## src/rtl/pipeline_flow_controller_if.sv

```systemverilog
// pipeline_flow_controller_if: hazard/stall/irq requests in, stage enables/clears and status out
interface pipeline_flow_controller_if #(
    parameter int NUM_STAGES    = 5,
    parameter int NUM_STALL_SRC = 4
);
    localparam int NR = NUM_STAGES - 1;
    logic                     load_hazard;
    logic                     branch_hazard;
    logic [NUM_STALL_SRC-1:0] stall_req;
    logic                     irq_req;
    logic                     pc_en;
    logic [NR-1:0]            stage_en;
    logic [NR-1:0]            stage_clr;
    logic                     irq_ack;
    logic                     draining;
    logic                     stall_timeout;
    modport master (
        output load_hazard, branch_hazard, stall_req, irq_req,
        input  pc_en, stage_en, stage_clr, irq_ack, draining, stall_timeout
    );
    modport slave (
        input  load_hazard, branch_hazard, stall_req, irq_req,
        output pc_en, stage_en, stage_clr, irq_ack, draining, stall_timeout
    );
endinterface

```

## src/rtl/pipeline_flow_controller.sv

```systemverilog
// pipeline_flow_controller: stage enables/clears from hazards and stalls, interrupt drain FSM, stall watchdog
module pipeline_flow_controller #(
    parameter int NUM_STAGES       = 5,
    parameter int NUM_STALL_SRC    = 4,
    parameter int HAZARD_STAGE     = 1,
    parameter int REDIRECT_STAGE   = 3,
    parameter int MAX_STALL_CYCLES = 64
) (
    input logic clk,
    input logic reset,
    pipeline_flow_controller_if.slave bus
);
    localparam int NR = NUM_STAGES - 1;
    localparam int DW = $clog2(NR + 1);
    localparam int SW = $clog2(MAX_STALL_CYCLES + 1);
    localparam logic [NR-1:0] ONES     = '1;
    localparam logic [NR-1:0] FREEZE   = ONES >> (NR - HAZARD_STAGE);
    localparam logic [NR-1:0] REDIRECT = ONES >> (NR - REDIRECT_STAGE);
    localparam logic [NR-1:0] BUBBLE   = NR'(1) << HAZARD_STAGE;
    localparam logic [NR-1:0] FIRST    = NR'(1);
    typedef enum logic [1:0] {RUN, DRAIN, ACK} state_e;
    state_e        state_q, state_d;
    logic [DW-1:0] dcnt_q, dcnt_d;
    logic [SW-1:0] scnt_q, scnt_d;
    logic          stall, drain_now, pc_en;
    logic [NR-1:0] en, clr;
    assign stall     = |bus.stall_req;
    assign drain_now = !stall && (state_q == DRAIN || (state_q == RUN && bus.irq_req));
    always_ff @(posedge clk or posedge reset) begin
        if (reset) begin
            state_q <= RUN;
            dcnt_q  <= '0;
            scnt_q  <= '0;
        end else begin
            state_q <= state_d;
            dcnt_q  <= dcnt_d;
            scnt_q  <= scnt_d;
        end
    end
    always_comb begin
        state_d = state_q;
        dcnt_d  = dcnt_q;
        scnt_d  = !stall ? '0 : scnt_q == SW'(MAX_STALL_CYCLES) ? scnt_q : scnt_q + 1'b1;
        if (state_q == RUN && bus.irq_req && !stall) begin
            state_d = DRAIN;
            dcnt_d  = DW'(1);
        end else if (state_q == DRAIN && !stall) begin
            state_d = dcnt_q == DW'(NR) ? ACK : DRAIN;
            dcnt_d  = dcnt_q + 1'b1;
        end else if (state_q == ACK && !stall) begin
            state_d = RUN;
        end
    end
    // A stall freezes everything, including the drain clear and the ACK pulse
    always_comb begin
        pc_en       = 1'b1;
        en          = ONES;
        clr         = '0;
        bus.irq_ack = 1'b0;
        if (stall) begin
            pc_en = 1'b0;
            en    = '0;
        end else if (state_q == ACK) begin
            bus.irq_ack = 1'b1;
            clr         = FIRST;
        end else begin
            if (bus.branch_hazard) begin
                clr = REDIRECT;
            end else if (bus.load_hazard) begin
                pc_en = 1'b0;
                en    = ~FREEZE;
                clr   = BUBBLE;
            end
            if (drain_now) begin
                pc_en = 1'b0;
                clr   = clr | FIRST;
            end
        end
        bus.pc_en     = reset ? 1'b0 : pc_en;
        bus.stage_en  = reset ? '0 : en;
        bus.stage_clr = reset ? ONES : clr;
        if (reset) bus.irq_ack = 1'b0;
    end
    assign bus.draining      = state_q == DRAIN;
    assign bus.stall_timeout = scnt_q == SW'(MAX_STALL_CYCLES);
endmodule

```

## src/flat_wrapper.sv

```systemverilog
// flat-port wrapper written by rule: the top's interface ports become plain ports
module pipeline_flow_controller_flat 
#(
    parameter int NUM_STAGES       = 5,
    parameter int NUM_STALL_SRC    = 4,
    parameter int HAZARD_STAGE     = 1,
    parameter int REDIRECT_STAGE   = 3,
    parameter int MAX_STALL_CYCLES = 64
)
  (clk, reset, bus_load_hazard, bus_branch_hazard, bus_stall_req, bus_irq_req, bus_pc_en, bus_stage_en, bus_stage_clr, bus_irq_ack, bus_draining, bus_stall_timeout);
  pipeline_flow_controller_if #(.NUM_STAGES(NUM_STAGES), .NUM_STALL_SRC(NUM_STALL_SRC)) bus_i ();
  input logic clk;
  input logic reset;
  input wire logic [$bits(bus_i.load_hazard)-1:0] bus_load_hazard;
  input wire logic [$bits(bus_i.branch_hazard)-1:0] bus_branch_hazard;
  input wire logic [$bits(bus_i.stall_req)-1:0] bus_stall_req;
  input wire logic [$bits(bus_i.irq_req)-1:0] bus_irq_req;
  output wire logic [$bits(bus_i.pc_en)-1:0] bus_pc_en;
  output wire logic [$bits(bus_i.stage_en)-1:0] bus_stage_en;
  output wire logic [$bits(bus_i.stage_clr)-1:0] bus_stage_clr;
  output wire logic [$bits(bus_i.irq_ack)-1:0] bus_irq_ack;
  output wire logic [$bits(bus_i.draining)-1:0] bus_draining;
  output wire logic [$bits(bus_i.stall_timeout)-1:0] bus_stall_timeout;
  assign bus_i.load_hazard = bus_load_hazard;
  assign bus_i.branch_hazard = bus_branch_hazard;
  assign bus_i.stall_req = bus_stall_req;
  assign bus_i.irq_req = bus_irq_req;
  assign bus_pc_en = bus_i.pc_en;
  assign bus_stage_en = bus_i.stage_en;
  assign bus_stage_clr = bus_i.stage_clr;
  assign bus_irq_ack = bus_i.irq_ack;
  assign bus_draining = bus_i.draining;
  assign bus_stall_timeout = bus_i.stall_timeout;
  pipeline_flow_controller #(.NUM_STAGES(NUM_STAGES), .NUM_STALL_SRC(NUM_STALL_SRC), .HAZARD_STAGE(HAZARD_STAGE), .REDIRECT_STAGE(REDIRECT_STAGE), .MAX_STALL_CYCLES(MAX_STALL_CYCLES)) u_core (.clk(clk), .reset(reset), .bus(bus_i));
endmodule
```

## config.mk

```make
export PLATFORM = sky130hd
export DESIGN_NAME = pipeline_flow_controller_flat
export DESIGN_NICKNAME = d
export VERILOG_FILES = /design/src/rtl/pipeline_flow_controller_if.sv /design/src/rtl/pipeline_flow_controller.sv /design/src/flat_wrapper.sv
export SDC_FILE = /design/constraint.sdc
export NUM_CORES = 1
export LEC_CHECK = 0
export CAP_MARGIN = 10
export CORE_MARGIN = 4
export CORE_UTILIZATION = 40
export DETAILED_ROUTE_END_ITERATION = 8
export PLACE_DENSITY = 0.65
export SLEW_MARGIN = 20
export SYNTH_ARGS = -nofsm -noshare
export SYNTH_HDL_FRONTEND = slang
export SYNTH_SLANG_ARGS = --single-unit
```

## constraint.sdc

```tcl
create_clock -name clk -period 2 [get_ports clk]
set_input_delay 0.4 -clock clk [delete_from_list [all_inputs] [get_ports clk]]
set_output_delay 0.4 -clock clk [all_outputs]
set_load 0.05 [all_outputs]
```

==> flow_summary_export.csv, run 1 <==
group,metric,value,unit
outcome,status,"finished, final reports clean",
floorplan,start_util,43.2,%
yosys,syn_area,771,µm²
floorplan,coreArea,1780,µm²
detailed_routing,dr.pass1.iters,4,
timing,rsz0062_at_grt,"yes",
detailed_routing,final_antenna_net_count,0,
detailed_routing,vias_per_cell,5.22,
place,placedInstanceArea,1220,µm²
detailed_routing,num_vias,767,
timing,final-setup-viol-count,0,
setup_path,crit_path_max_incr_delay,0.59,ns
setup_path,cp_max_fo,4,
pwr,power,0.00117,W
global_routing,overflow,0,
flow_run,cap_violations,0,
floorplan,rows,15,
finish,areaGrowthSynthToFinish,69.6,%
finish,drive_gt1_share,42.6,%
place,port-buffer-count,20,
detailed_routing,wire_per_inst,13.2,µm
global_routing,grt_usage,16.9,%
timing,fin_worst_skew,0.000217,ns
timing,worst_pin_slew,0.301,ns
detailed_routing,finalWirelength,1.94,mm
floorplan,fp.dieArea,2690,µm²
place,dp_hpwl,1.53,mm
yosys,synth_top_area_cell,"dfrtp_1",
clock_network,tritoncts,"yes",
finish,fillers,138,
clock_network,hold_buffers,0,
pwr,ir_worst_vdd,0.000923,V
clock_network,cts_buffer_depth,2,
clock_network,cts.clk_slew.worst_paths,0.07,ns
setup_path,cp_cell_sequence,"buf_6, or4_4, buf_6, nor3_4, buf_12",
finish,seqCellArea,303,µm²
place,gp_congestion,0.715,
finish,fin_nets,137,
finish,fin_cells,147,
yosys,postSynthCellCount,89,
timing,finalCritPeriodShare,99.7,%
min_path,min_path_type,"reg -> reg",
yosys,synth_seq_area_share,39.0,%
clock_network,cts_max_level,1,
timing,layout_min_cycle_time,1.99,ns
place,dpl.cell_count,140,
yosys,yosys_warnings,0,
setup_path,path_common_cell,"buf_6",
setup_path,critical_path_class,"in -> out",
finish,fin_area,1310,µm²
pwr,leakage,0.582,nW
yosys,syn_nets,102,
detailed_routing,first_iter_violations,5,
setup_path,slowest_stage,"or4_4",
clock_network,worst_skew_pair.late_latency,0.26,ns
finish,fin_util,73.3,%
finish,diodes,0,
floorplan,die_w,51.9,µm
global_routing,grt_max_degree,10,
setup_path,worstPathRequired,1.60,ns
finish,multiInputGateArea,489,µm²
detailed_routing,drcViolationCount,0,
clock_network,numCtsBuffers,3,
global_routing,antenna_found_initial,0,
global_routing,grt_pass1_wl,3.44,mm
clock_network,cts_num_sinks,12,
setup_path,end_kind,"output pin",
yosys,netlist.area_leader.share,39.0,%
yosys,syn_avg_cell_area,8.66,µm²
timing,relSlewSlack,79.8,%
pwr,p_per_area,894,nW/µm²
setup_path,worstPathArrival,1.59,ns
clock_network,cts-root-buf,"clkbuf_4",
setup_path,crit_path_start_kind,"input port",
timing,final_hold_viol_count,0,
yosys,synthTopCellsByArea,"dfrtp_1 39%, ha_1 6.5%, o21ai_0 3.9%, inv_1 3.9%, nand2_1 3.4%",
floorplan,num_io_pins,21,
timing,maxSlewViolCount,0,
floorplan,die_h,51.9,µm
yosys,synth_seq_cells,12,
timing,max_freq,501,MHz
global_routing,grt_pass1_vias,793,
yosys,yosysUniqueCellTypes,31,
logic make-up (layout without fill, tap and decap cells):
group	Yosys count	count (layout)	synth area share (%)
flops	12	12	39.0
xor+xnor	2	2	2.27
mux	1	1	1.30
buf+inv	14	47	8.44
compound gates	18	18	14.3
simple gates	38	38	28.2
fa+ha+maj	4	4	6.49
synthesized netlist by cell type (all sizes together):
| library cell | instances |
|---|---|
| dfrtp | 12 |
| ha | 4 |
| or4 | 1 |
| nor4 | 2 |
| xor2 | 2 |
| nand4 | 2 |
| o22ai | 1 |
| nor2 | 5 |
| a21oi | 4 |
| inv | 8 |
| a22o | 2 |
| or3b | 1 |
| nand2 | 7 |
| nor3 | 2 |
| nand3 | 5 |
| a311oi | 1 |
| o21ai | 6 |
| o211ai | 1 |
| nand2b | 2 |
| a22oi | 1 |
| clkbuf | 2 |
| or3 | 4 |
| and2 | 3 |
| buf | 4 |
| nand3b | 3 |
| mux2i | 1 |
| a31oi | 2 |
| nor2b | 1 |
cell type report:
class / instances / area share (%)
tap: 25 / 2.39
multi-input combinational: 63 / 37.4
clock buffer: 3 / 1.72
inverter: 8 / 2.30
sequential: 12 / 23.2
timing repair buffer: 36 / 33.0
critical path, delay by kind of cell:
family / cells / cell delay, ns
buffers and inverters: 3 / 0.40
and+or+nand+nor: 2 / 0.79
per-stage QoR:
| step | setup TNS [ns] | hold WS [ns] | setup WS (ns) |
|---|---|---|---|
| 5_1_grt | -0.118 | 0.578 | -0.0330 |
| 2_1_floorplan | -0.721 | 0.296 | -0.156 |
| 3_3_place_gp | -2.98 | 0.514 | -0.355 |
| 6_report | 0 | 0.530 | 0.00552 |
| 4_1_cts | -0.00204 | 0.534 | -0.00204 |
| 3_5_place_dp | -3.09 | 0.520 | -0.383 |
final timing paths:
kind / start / end / slack [ns] / depth (start not counted)
min in group asynchronous: reset / u_core.state_q[1] / 0.65 / 3
worst max register to register: u_core.scnt_q[1] / u_core.scnt_q[6] / 0.65 / 4
worst min register to register: u_core.dcnt_q[1] / u_core.dcnt_q[1] / 0.53 / 1
max in group asynchronous: reset / u_core.scnt_q[0] / 1.21 / 3
worst max-delay path: bus_stall_req[2] / bus_irq_ack / 0.006 / 5
worst min-delay path: u_core.dcnt_q[1] / u_core.dcnt_q[1] / 0.53 / 1
metal layers:
| metal | global-route usage, % | wire [µm] | vias to the layer above |
|---|---|---|---|
| li1 | - | - | 382 |
| met1 | 17.6 | 722 | 371 |
| met4 | 3.93 | 25 | 0 |
| met2 | 32.4 | 1140 | 10 |
| met5 | 0 | 0 | - |
| met3 | 5.16 | 54 | 4 |
registers in the layout, indices dropped and copies added, names as in the netlist:
name	flops
u_core.scnt_q	7
u_core.dcnt_q	3
u_core.state_q	2
cells in the final DEF, fill, tap and decap left out, types with 3 or more instances in the layout:
cell              n
buf_12           11
nor2_1            4
nand2_1           7
dfrtp_1          10
o21ai_0           5
a21oi_1           3
nand3_1           5
inv_1             8
ha_1              4
clkbuf_4          3
buf_4            14
clkdlybuf4s50_1   4
buf_6             5
nand3b_1          3
power by group:
group	total, W	leakage (nW)	internal (W)	switching, W
clock network	0.000143	0.0138	0.0000696	0.0000733
registers	0.000505	0.143	0.000352	0.000153
logic	0.000522	0.425	0.000246	0.000276
repair_timing:
item,in CTS,in global routing
resized for setup,20,9
buffers inserted,3,1
setup endpoints to repair,10,8
pin swaps,5,1
hold endpoints to repair,0,0
(Power assumes the default switching activity.)
==> run 2, diff against run 1 <==
--- a/config.mk
+++ b/config.mk
@@ -10,7 +10,6 @@
 export CORE_UTILIZATION = 40
 export DETAILED_ROUTE_END_ITERATION = 8
 export PLACE_DENSITY = 0.65
-export SLEW_MARGIN = 20
 export SYNTH_ARGS = -nofsm -noshare
 export SYNTH_HDL_FRONTEND = slang
 export SYNTH_SLANG_ARGS = --single-unit
==> results of run 2 <==
Same layout as run 1: the final DEF is identical, and so are final timing and power.
